`src/rtl/pong_game_ctrl.sv`:
```
`timescale 1ns/1ps
// pong_game_ctrl
// Top-level Pong game sequencer in the pixel clock domain. Walks through the
// startup screen, serve delay, live play, point pause and game-over lockout.
// It owns both scores and drives the renderer/physics control signals.
//
// Ports:
//   clk_0        pixel clock
//   rst          synchronous, active-low reset
//   frame_tick   one-cycle pulse per frame (start of vertical blank)
//   any_key      level, OR of all player buttons
//   miss_left    one-cycle pulse, player 1 missed the ball
//   miss_right   one-cycle pulse, player 2 missed the ball
//   show_startup startup text enable
//   sq_shown     ball visible
//   play_en      ball/paddle physics enable
//   ball_reset   one-cycle pulse, re-centre the ball
//   serve_dir    0 = serve toward player 1, 1 = toward player 2
//   score_p1     player 1 score
//   score_p2     player 2 score
//   game_over    game-over indication
//
// All outputs come straight from flops; each is computed from the next state.
module pong_game_ctrl #(
  parameter int WIN_SCORE        = 11,
  parameter int SERVE_FRAMES     = 60,
  parameter int POINT_FRAMES     = 30,
  parameter int OVER_LOCK_FRAMES = 120
) (
  input  logic       clk_0,
  input  logic       rst,
  input  logic       frame_tick,
  input  logic       any_key,
  input  logic       miss_left,
  input  logic       miss_right,
  output logic       show_startup,
  output logic       sq_shown,
  output logic       play_en,
  output logic       ball_reset,
  output logic       serve_dir,
  output logic [3:0] score_p1,
  output logic [3:0] score_p2,
  output logic       game_over
);

  typedef enum logic [2:0] {
    ST_STARTUP,
    ST_SERVE,
    ST_PLAY,
    ST_POINT,
    ST_GAME_OVER
  } state_t;

  // A timed exit fires on the tick that would take the count to N, so the
  // comparison is against N-1 while the tick is present.
  localparam logic [7:0] SERVE_LAST = 8'(SERVE_FRAMES - 1);
  localparam logic [7:0] POINT_LAST = 8'(POINT_FRAMES - 1);
  localparam logic [7:0] OVER_LOCK  = 8'(OVER_LOCK_FRAMES);
  localparam logic [3:0] WIN        = 4'(WIN_SCORE);

  state_t     state_reg, state_next;
  logic [7:0] frame_cnt_reg, frame_cnt_next;
  logic       key_q_reg;
  logic [3:0] score_p1_reg, score_p1_next;
  logic [3:0] score_p2_reg, score_p2_next;
  logic       serve_dir_reg, serve_dir_next;
  logic       ball_reset_reg, ball_reset_next;
  logic       show_startup_reg, sq_shown_reg, play_en_reg, game_over_reg;
  logic       key_rise;
  logic [7:0] cnt_inc;

  // key_q resets to 1 so a key held through reset never looks like a press.
  assign key_rise = any_key & ~key_q_reg;
  assign cnt_inc  = frame_cnt_reg + 8'd1;

  always_ff @(posedge clk_0) begin
    if (!rst) begin
      state_reg        <= ST_STARTUP;
      frame_cnt_reg    <= 8'd0;
      key_q_reg        <= 1'b1;
      score_p1_reg     <= 4'd0;
      score_p2_reg     <= 4'd0;
      serve_dir_reg    <= 1'b1;
      ball_reset_reg   <= 1'b0;
      show_startup_reg <= 1'b1;
      sq_shown_reg     <= 1'b0;
      play_en_reg      <= 1'b0;
      game_over_reg    <= 1'b0;
    end else begin
      state_reg        <= state_next;
      frame_cnt_reg    <= frame_cnt_next;
      key_q_reg        <= any_key;
      score_p1_reg     <= score_p1_next;
      score_p2_reg     <= score_p2_next;
      serve_dir_reg    <= serve_dir_next;
      ball_reset_reg   <= ball_reset_next;
      show_startup_reg <= (state_next == ST_STARTUP);
      sq_shown_reg     <= (state_next == ST_SERVE) || (state_next == ST_PLAY);
      play_en_reg      <= (state_next == ST_PLAY);
      game_over_reg    <= (state_next == ST_GAME_OVER);
    end
  end

  always_comb begin
    state_next      = state_reg;
    frame_cnt_next  = frame_cnt_reg;
    score_p1_next   = score_p1_reg;
    score_p2_next   = score_p2_reg;
    serve_dir_next  = serve_dir_reg;
    ball_reset_next = 1'b0;

    case (state_reg)
      ST_STARTUP: begin
        if (key_rise) begin
          score_p1_next   = 4'd0;
          score_p2_next   = 4'd0;
          serve_dir_next  = 1'b1;
          ball_reset_next = 1'b1;
          state_next      = ST_SERVE;
        end
      end

      ST_SERVE: begin
        if (frame_tick) begin
          if (frame_cnt_reg == SERVE_LAST) begin
            state_next = ST_PLAY;
          end else begin
            frame_cnt_next = cnt_inc;
          end
        end
      end

      ST_PLAY: begin
        // Simultaneous misses replay the rally: no score, direction kept.
        if (miss_left && miss_right) begin
          state_next = ST_POINT;
        end else if (miss_left) begin
          score_p2_next  = score_p2_reg + 4'd1;
          serve_dir_next = 1'b0;
          state_next     = ST_POINT;
        end else if (miss_right) begin
          score_p1_next  = score_p1_reg + 4'd1;
          serve_dir_next = 1'b1;
          state_next     = ST_POINT;
        end
      end

      ST_POINT: begin
        if (frame_tick) begin
          if (frame_cnt_reg == POINT_LAST) begin
            if ((score_p1_reg == WIN) || (score_p2_reg == WIN)) begin
              state_next = ST_GAME_OVER;
            end else begin
              ball_reset_next = 1'b1;
              state_next      = ST_SERVE;
            end
          end else begin
            frame_cnt_next = cnt_inc;
          end
        end
      end

      ST_GAME_OVER: begin
        // Counter saturates at the lockout value; only then is a press taken.
        if (key_rise && (frame_cnt_reg == OVER_LOCK)) begin
          state_next = ST_STARTUP;
        end else if (frame_tick && (frame_cnt_reg != OVER_LOCK)) begin
          frame_cnt_next = cnt_inc;
        end
      end

      default: begin
        state_next = ST_STARTUP;
      end
    endcase

    // Every state entry starts its frame count from zero.
    if (state_next != state_reg) begin
      frame_cnt_next = 8'd0;
    end
  end

  assign show_startup = show_startup_reg;
  assign sq_shown     = sq_shown_reg;
  assign play_en      = play_en_reg;
  assign ball_reset   = ball_reset_reg;
  assign serve_dir    = serve_dir_reg;
  assign score_p1     = score_p1_reg;
  assign score_p2     = score_p2_reg;
  assign game_over    = game_over_reg;

endmodule

```
`config.mk`:
```
export PLATFORM = sky130hd
export DESIGN_NAME = pong_game_ctrl
export DESIGN_NICKNAME = d
export VERILOG_FILES = /design/src/rtl/pong_game_ctrl.sv
export SDC_FILE = /design/constraint.sdc
export NUM_CORES = 1
export LEC_CHECK = 0
export CAP_MARGIN = 0
export CORE_ASPECT_RATIO = 0.75
export CORE_MARGIN = 8
export CORE_UTILIZATION = 48
export CTS_BUF_LIST = sky130_fd_sc_hd__clkbuf_4
export DETAILED_ROUTE_END_ITERATION = 6
export GPL_TIMING_DRIVEN = 0
export PLACE_DENSITY_LB_ADDON = 0.15
export SLEW_MARGIN = 0
export SYNTH_ARGS = -nofsm -noshare
export SYNTH_HDL_FRONTEND = slang
export SYNTH_SLANG_ARGS = --single-unit
```
`constraint.sdc`:
```
create_clock -name clk_0 -period 1.7 [get_ports clk_0]
set_clock_uncertainty 0.2 [all_clocks]
set_input_delay 0.255 -clock clk_0 [delete_from_list [all_inputs] [get_ports clk_0]]
set_output_delay 0.255 -clock clk_0 [all_outputs]
set_load 0.05 [all_outputs]
```
---- Word-level counts from Yosys, hierarchy flattened ----
Cells that the tools add are included.
operators by class
  bitwise operators ....................... 3
  order comparisons ....................... 0
  shift-type cells ........................ 0
  mux-type cells .......................... 36
  add/sub/neg operators ................... 3
  divide/modulo/power cells ............... 0
  eq/ne operators ......................... 26
  multipliers ............................. 0
  reduce and logical (&&, ||, !) cells .... 14
operators by type and width
  cell                   count
  $mux W8                6
  $mux W3                10
  $mux W4                6
  $pmux W8 S3            1
  $ne A2 B2 Y1 const B   11
  $pmux W4 S2            2
  $pmux W3 S5            1
  $eq A3 B2 Y1 const B   3
  $add A4 B1 Y4 const B  2
  $add A8 B1 Y8 const B  1
  $eq A4 B4 Y1 const B   2
  $eq A8 B5 Y1 const B   1
  $eq A8 B6 Y1 const B   1
  $eq A8 B7 Y1 const B   1
  $mux W1                8
  $ne A8 B7 Y1 const B   1
  $reduce_and A4 Y1      2
  $reduce_and A7 Y1      1
  $eq A3 B1 Y1 const B   2
  $eq A3 B3 Y1 const B   2
  $logic_not A3 Y1       2
  $reduce_and A5 Y1      1
  $pmux W1 S2            2
  $logic_and A1 B1 Y1    3
  8 further kinds        10
word-level totals
  word-level logic and storage cells ...... 93
  bits in writable memories ............... 0
  memory bits (read-only) ................. 0
  bits in latches ......................... 0
  memories kept ........................... 0
  register bits after elaboration ......... 26
  input bits .............................. 6
  output and inout port bits .............. 14

---- Longest topological paths before layout ----
  depth after elaboration ................. 8
  depth in mapped cells ................... 8
  depth with buffers taken out ............ 8

---- Worst setup path before layout ----
No wires, ideal clock.
  path kind ............................... register to register
  start ................................... register score_p1_reg[0] (netlist: score_p1[0])
  end ..................................... register frame_cnt_reg[1]
  buffers on the path ..................... 0
  period minus slack after synthesis ...... 2.099 ns
  cell stages (with the launch flop) ...... 8
  setup time .............................. 0.070 ns
  slack ................................... -0.399 ns
  data arrival time ....................... 1.829 ns
  cells stage by stage .................... dfxtp_1 -> ha_1 -> nand2_1 -> o21a_1 -> a21oi_1 -> o31ai_2 -> o22a_2 -> a21oi_1
between the ends
  word-level cells in the longest chain between the ends .. 8
RTL lines
  item                               RTL line  source
  start: declaration                 64        logic [3:0] score_p1_reg, score_p1_next;
  start signal: assignment           93        score_p1_reg <= score_p1_next;
  $eq A4 B4 Y1                       151       if ((score_p1_reg == WIN) || (score_p2_reg == WIN)) begin
  $logic_or A1 B1 Y1                 151
  $mux W3                            151
  $mux W3                            150       if (frame_cnt_reg == POINT_LAST) begin
  $mux W3                            149       if (frame_tick) begin
  $pmux W3 S5                        112       case (state_reg)
  $ne A3 B3 Y1                       178       if (state_next != state_reg) begin
  $reduce_or A2 Y1 (no source line)  n/a
  end signal: assignment             91        frame_cnt_reg <= frame_cnt_next;
  end: declaration                   62        logic [7:0] frame_cnt_reg, frame_cnt_next;
Every way passes these cells.
A chain may end at the register's enable or synchronous reset.

---- Final worst setup path ----
  start ................................... register frame_cnt_reg[0]
  end ..................................... register frame_cnt_reg[0]
RTL lines
  item                               RTL line       source
  $add A8 B1 Y8 (*)                  74             assign cnt_inc = frame_cnt_reg + 8'd1;
  net cnt_inc[0]                     70             logic [7:0] cnt_inc;
  $mux W8, on equally long branches  167, 125, 150
  $mux W8, on equally long branches  165, 124, 149
  $pmux W8 S3 (*)                    112
Mark *: on every way through the listed nets, which the timed path passes. The rest lies on a longest branch. The select of a mux whose other input is x is not followed.

==> impl_metrics.toml <==
[cts]
cts_num_sinks = 26
insertion_delay_ps = 320
cts_tree = "yes"
numCtsBuffers = 3
htreeDepth = 1
clk_path_buf_depth = 2
clockRootBuffer = "clkbuf_4"
path_clk_slew_ps = 140

[sta]
hold_viol = 0
rsz0062_at_grt = "true"
setup_tns_ps = -3952
slew_viol_final = 0
period_minus_slack_ps = 2070
fin_ws_ps = -369.8
post-route-period-util_pct = 121.8
setup_viol = 14
max_slew.worst_pin.slew_ps = 514.8
fmax_ghz = 0.4831
slew_headroom_pct = 65.57

[setup_path]
r2r_setup_slack_ps = -370
worst_setup_path_end_kind = "flop"
cp_max_fo = 8
reg2reg_depth = 9
worstSetupPathType = "reg -> reg"
worst-endpoint-arrival_ps = 2100
r2r_start = "frame_cnt_reg[0]"
critPathLaunchType = "flop"
worstPathRequired_ps = 1730
reg2reg_to = "frame_cnt_reg[0]"

[logic_synthesis]
netlist_area_um2 = 1405
avgSynthCellArea_um2 = 8.837
synth-edff-count = 0
ys_seq_area_share_pct = 37.04
synth_ff_type = "dfxtp_1"
synth.largest_area_cell = "dfxtp_1"
syn_nets = 170
ys_async_sr_fraction_pct = 0
ys_seq_elements = 26
yosysWarnings = 0
yosysTopAreaCellShare_pct = 37.04
synth.distinct_cells = 42
syn_inst = 159
synth_area_leaders = "dfxtp_1, nor2_1, xnor2_1"

[die]
die_area_um2 = 4933
fp.dieH_um = 62.86
core-area_um2 = 2872
die_w_um = 78.48
ioPinCount = 20
start_util_pct = 48.93
placementRows = 17

[run_status]
violations = "setup timing"
status = "finished with violations"

[place]
place_area_um2 = 1664
place_inst = 216
place.port_buffers = 19
dp_slack_ps = -729.0
dpl.hpwl_mm = 2.192
gp_congestion = 0.8325

[drt]
drt-initial-drc-count = 105
via_count = 1274
wl_per_cell_um = 14.90
via_per_inst = 5.539
drt-total-wl_mm = 3.427
drc_errors = 0
antenna_left = 0
drtPass1Iterations = 4

[global_routing]
grt_max_degree = 15
grt_pass1_wl_mm = 5.678
grt_antenna_before_repair = 0
gr-usage-all-layers_pct = 13.79
grt-ovfl-total = 0
grt_pass1_vias = 1229

[power_and_ir_drop]
swShare_pct = 26.15
p_total_mw = 1.038
power_switching_mw = 0.2713
ir_worst_vdd_v = 0.0004169
power_density_nw_per_um2 = 527.5
power.leakage_nw = 0.7349
p_int_mw = 0.7663
pwr-share-comb_pct = 14.7
p_seq_share_pct = 60.0
pwr-share-clk_pct = 25.3

[finish]
largest_register_ff_count = 8
layout_commonest_cell = "nor2_1"
nets = 204
diodes = 0
finalInstanceArea_um2 = 1967
fill_cells = 227
most-common-layout-cells = "nor2_1, dfxtp_1, nand2_1"
area_growth_syn_to_layout_pct = 39.98
layout-drive-gt1-share_pct = 33.85
stdcell_count = 230

[hold_path]
hp-class = "in -> reg"
hold_end = "key_q_reg"
min_path_cells = 2
hold_path_startpoint = "any_key"

[run]
cap_violations = 0
[stage by stage]
step                      utilization [%]  hold slack (ps)
after CTS                           65.80            330.9
final                               68.50            40.81
after detailed placement            57.95            295.5
after floorplan                         -            156.5
after global placement              57.95            284.0
after global routing                68.50            59.73
[area by class of cell]
| type | count | area (um2) | share of cell area (%) |
|---|---|---|---|
| Buffer | 5 | 45.04 | 2.290 |
| Clock buffer | 3 | 22.52 | 1.145 |
| Clock inverter | 1 | 3.754 | 0.1908 |
| Inverter | 5 | 26.28 | 1.336 |
| Multi-Input combinational cell | 122 | 998.5 | 50.76 |
| Sequential cell | 26 | 544.3 | 27.67 |
| Tap cell | 38 | 47.55 | 2.417 |
| Timing Repair Buffer | 30 | 279.0 | 14.19 |
[critical path, stage by stage, from the launching register on]
cell and delay, ps:
dfxtp_4 380, inv_2 60, ha_4 110, or3b_4 390, o211a_1 260, a21oi_4 150, buf_12 150, nor2_4 40
xnor2_1 170, nor2_1 60
[kinds of logic after synthesis]
logic type	Yosys count	synth area share, %
compound gates	23	13.00
xor+xnor	13	8.103
fa+ha+maj	5	4.452
buf+inv	11	4.185
flops	26	37.04
mux	4	2.850
simple gates	77	30.36
[metal layers]
metal | vias to the layer above | part of all wire (%) | GRT usage, %
li1 | 621 | - | -
met1 | 628 | 45 | 18.03
met2 | 21 | 49 | 20.85
met3 | 4 | 5.3 | 4.885
met4 | 0 | 0.70 | 3.456
met5 | - | 0 | 0
[worst max path at each step]
stage	startpoint	endpoint	slack [ps]	depth (start not counted)
detailed placement	frame_tick	frame_cnt_reg[2]	-730	7
global route	frame_cnt_reg[0]	frame_cnt_reg[0]	-420	9
finish	frame_cnt_reg[0]	frame_cnt_reg[0]	-370	9
CTS	frame_cnt_reg[0]	frame_cnt_reg[2]	-340	9
global placement	frame_tick	frame_cnt_reg[2]	-640	7
floorplan	frame_cnt_reg[0]	frame_cnt_reg[4]	-190	8
[cells in the mapped netlist (2+ instances only)]
cell,instances
dfxtp_1,26
a21oi_1,4
nand2b_1,5
nor4_1,3
nand3b_1,5
and2_1,2
ha_1,5
nand2_1,13
xnor2_1,9
nor3_1,5
clkbuf_1,2
inv_1,4
xor2_1,4
a211oi_2,2
nor2b_1,4
nand3_1,5
buf_6,2
a211oi_1,2
mux2i_1,4
nand4_1,4
o21ai_0,6
buf_2,2
nor2_1,22
[timing repair]
action                     CTS  global route
hold buffers                 0             0
buffers inserted             9             2
pin swaps                   19            17
resized for setup           45            26
setup endpoints to repair   36            30
[power groups by stage]
stage	Sequential (mW)	Combinational (mW)	Clock, mW
6_report	0.622	0.152	0.263
5_1_grt	0.624	0.161	0.291
4_1_cts	0.622	0.140	0.268
3_5_place_dp	0.637	0.122	0
3_3_place_gp	0.636	0.119	0
2_1_floorplan	0.659	0.0571	0
Note: power is estimated with default switching activity, not from simulation.
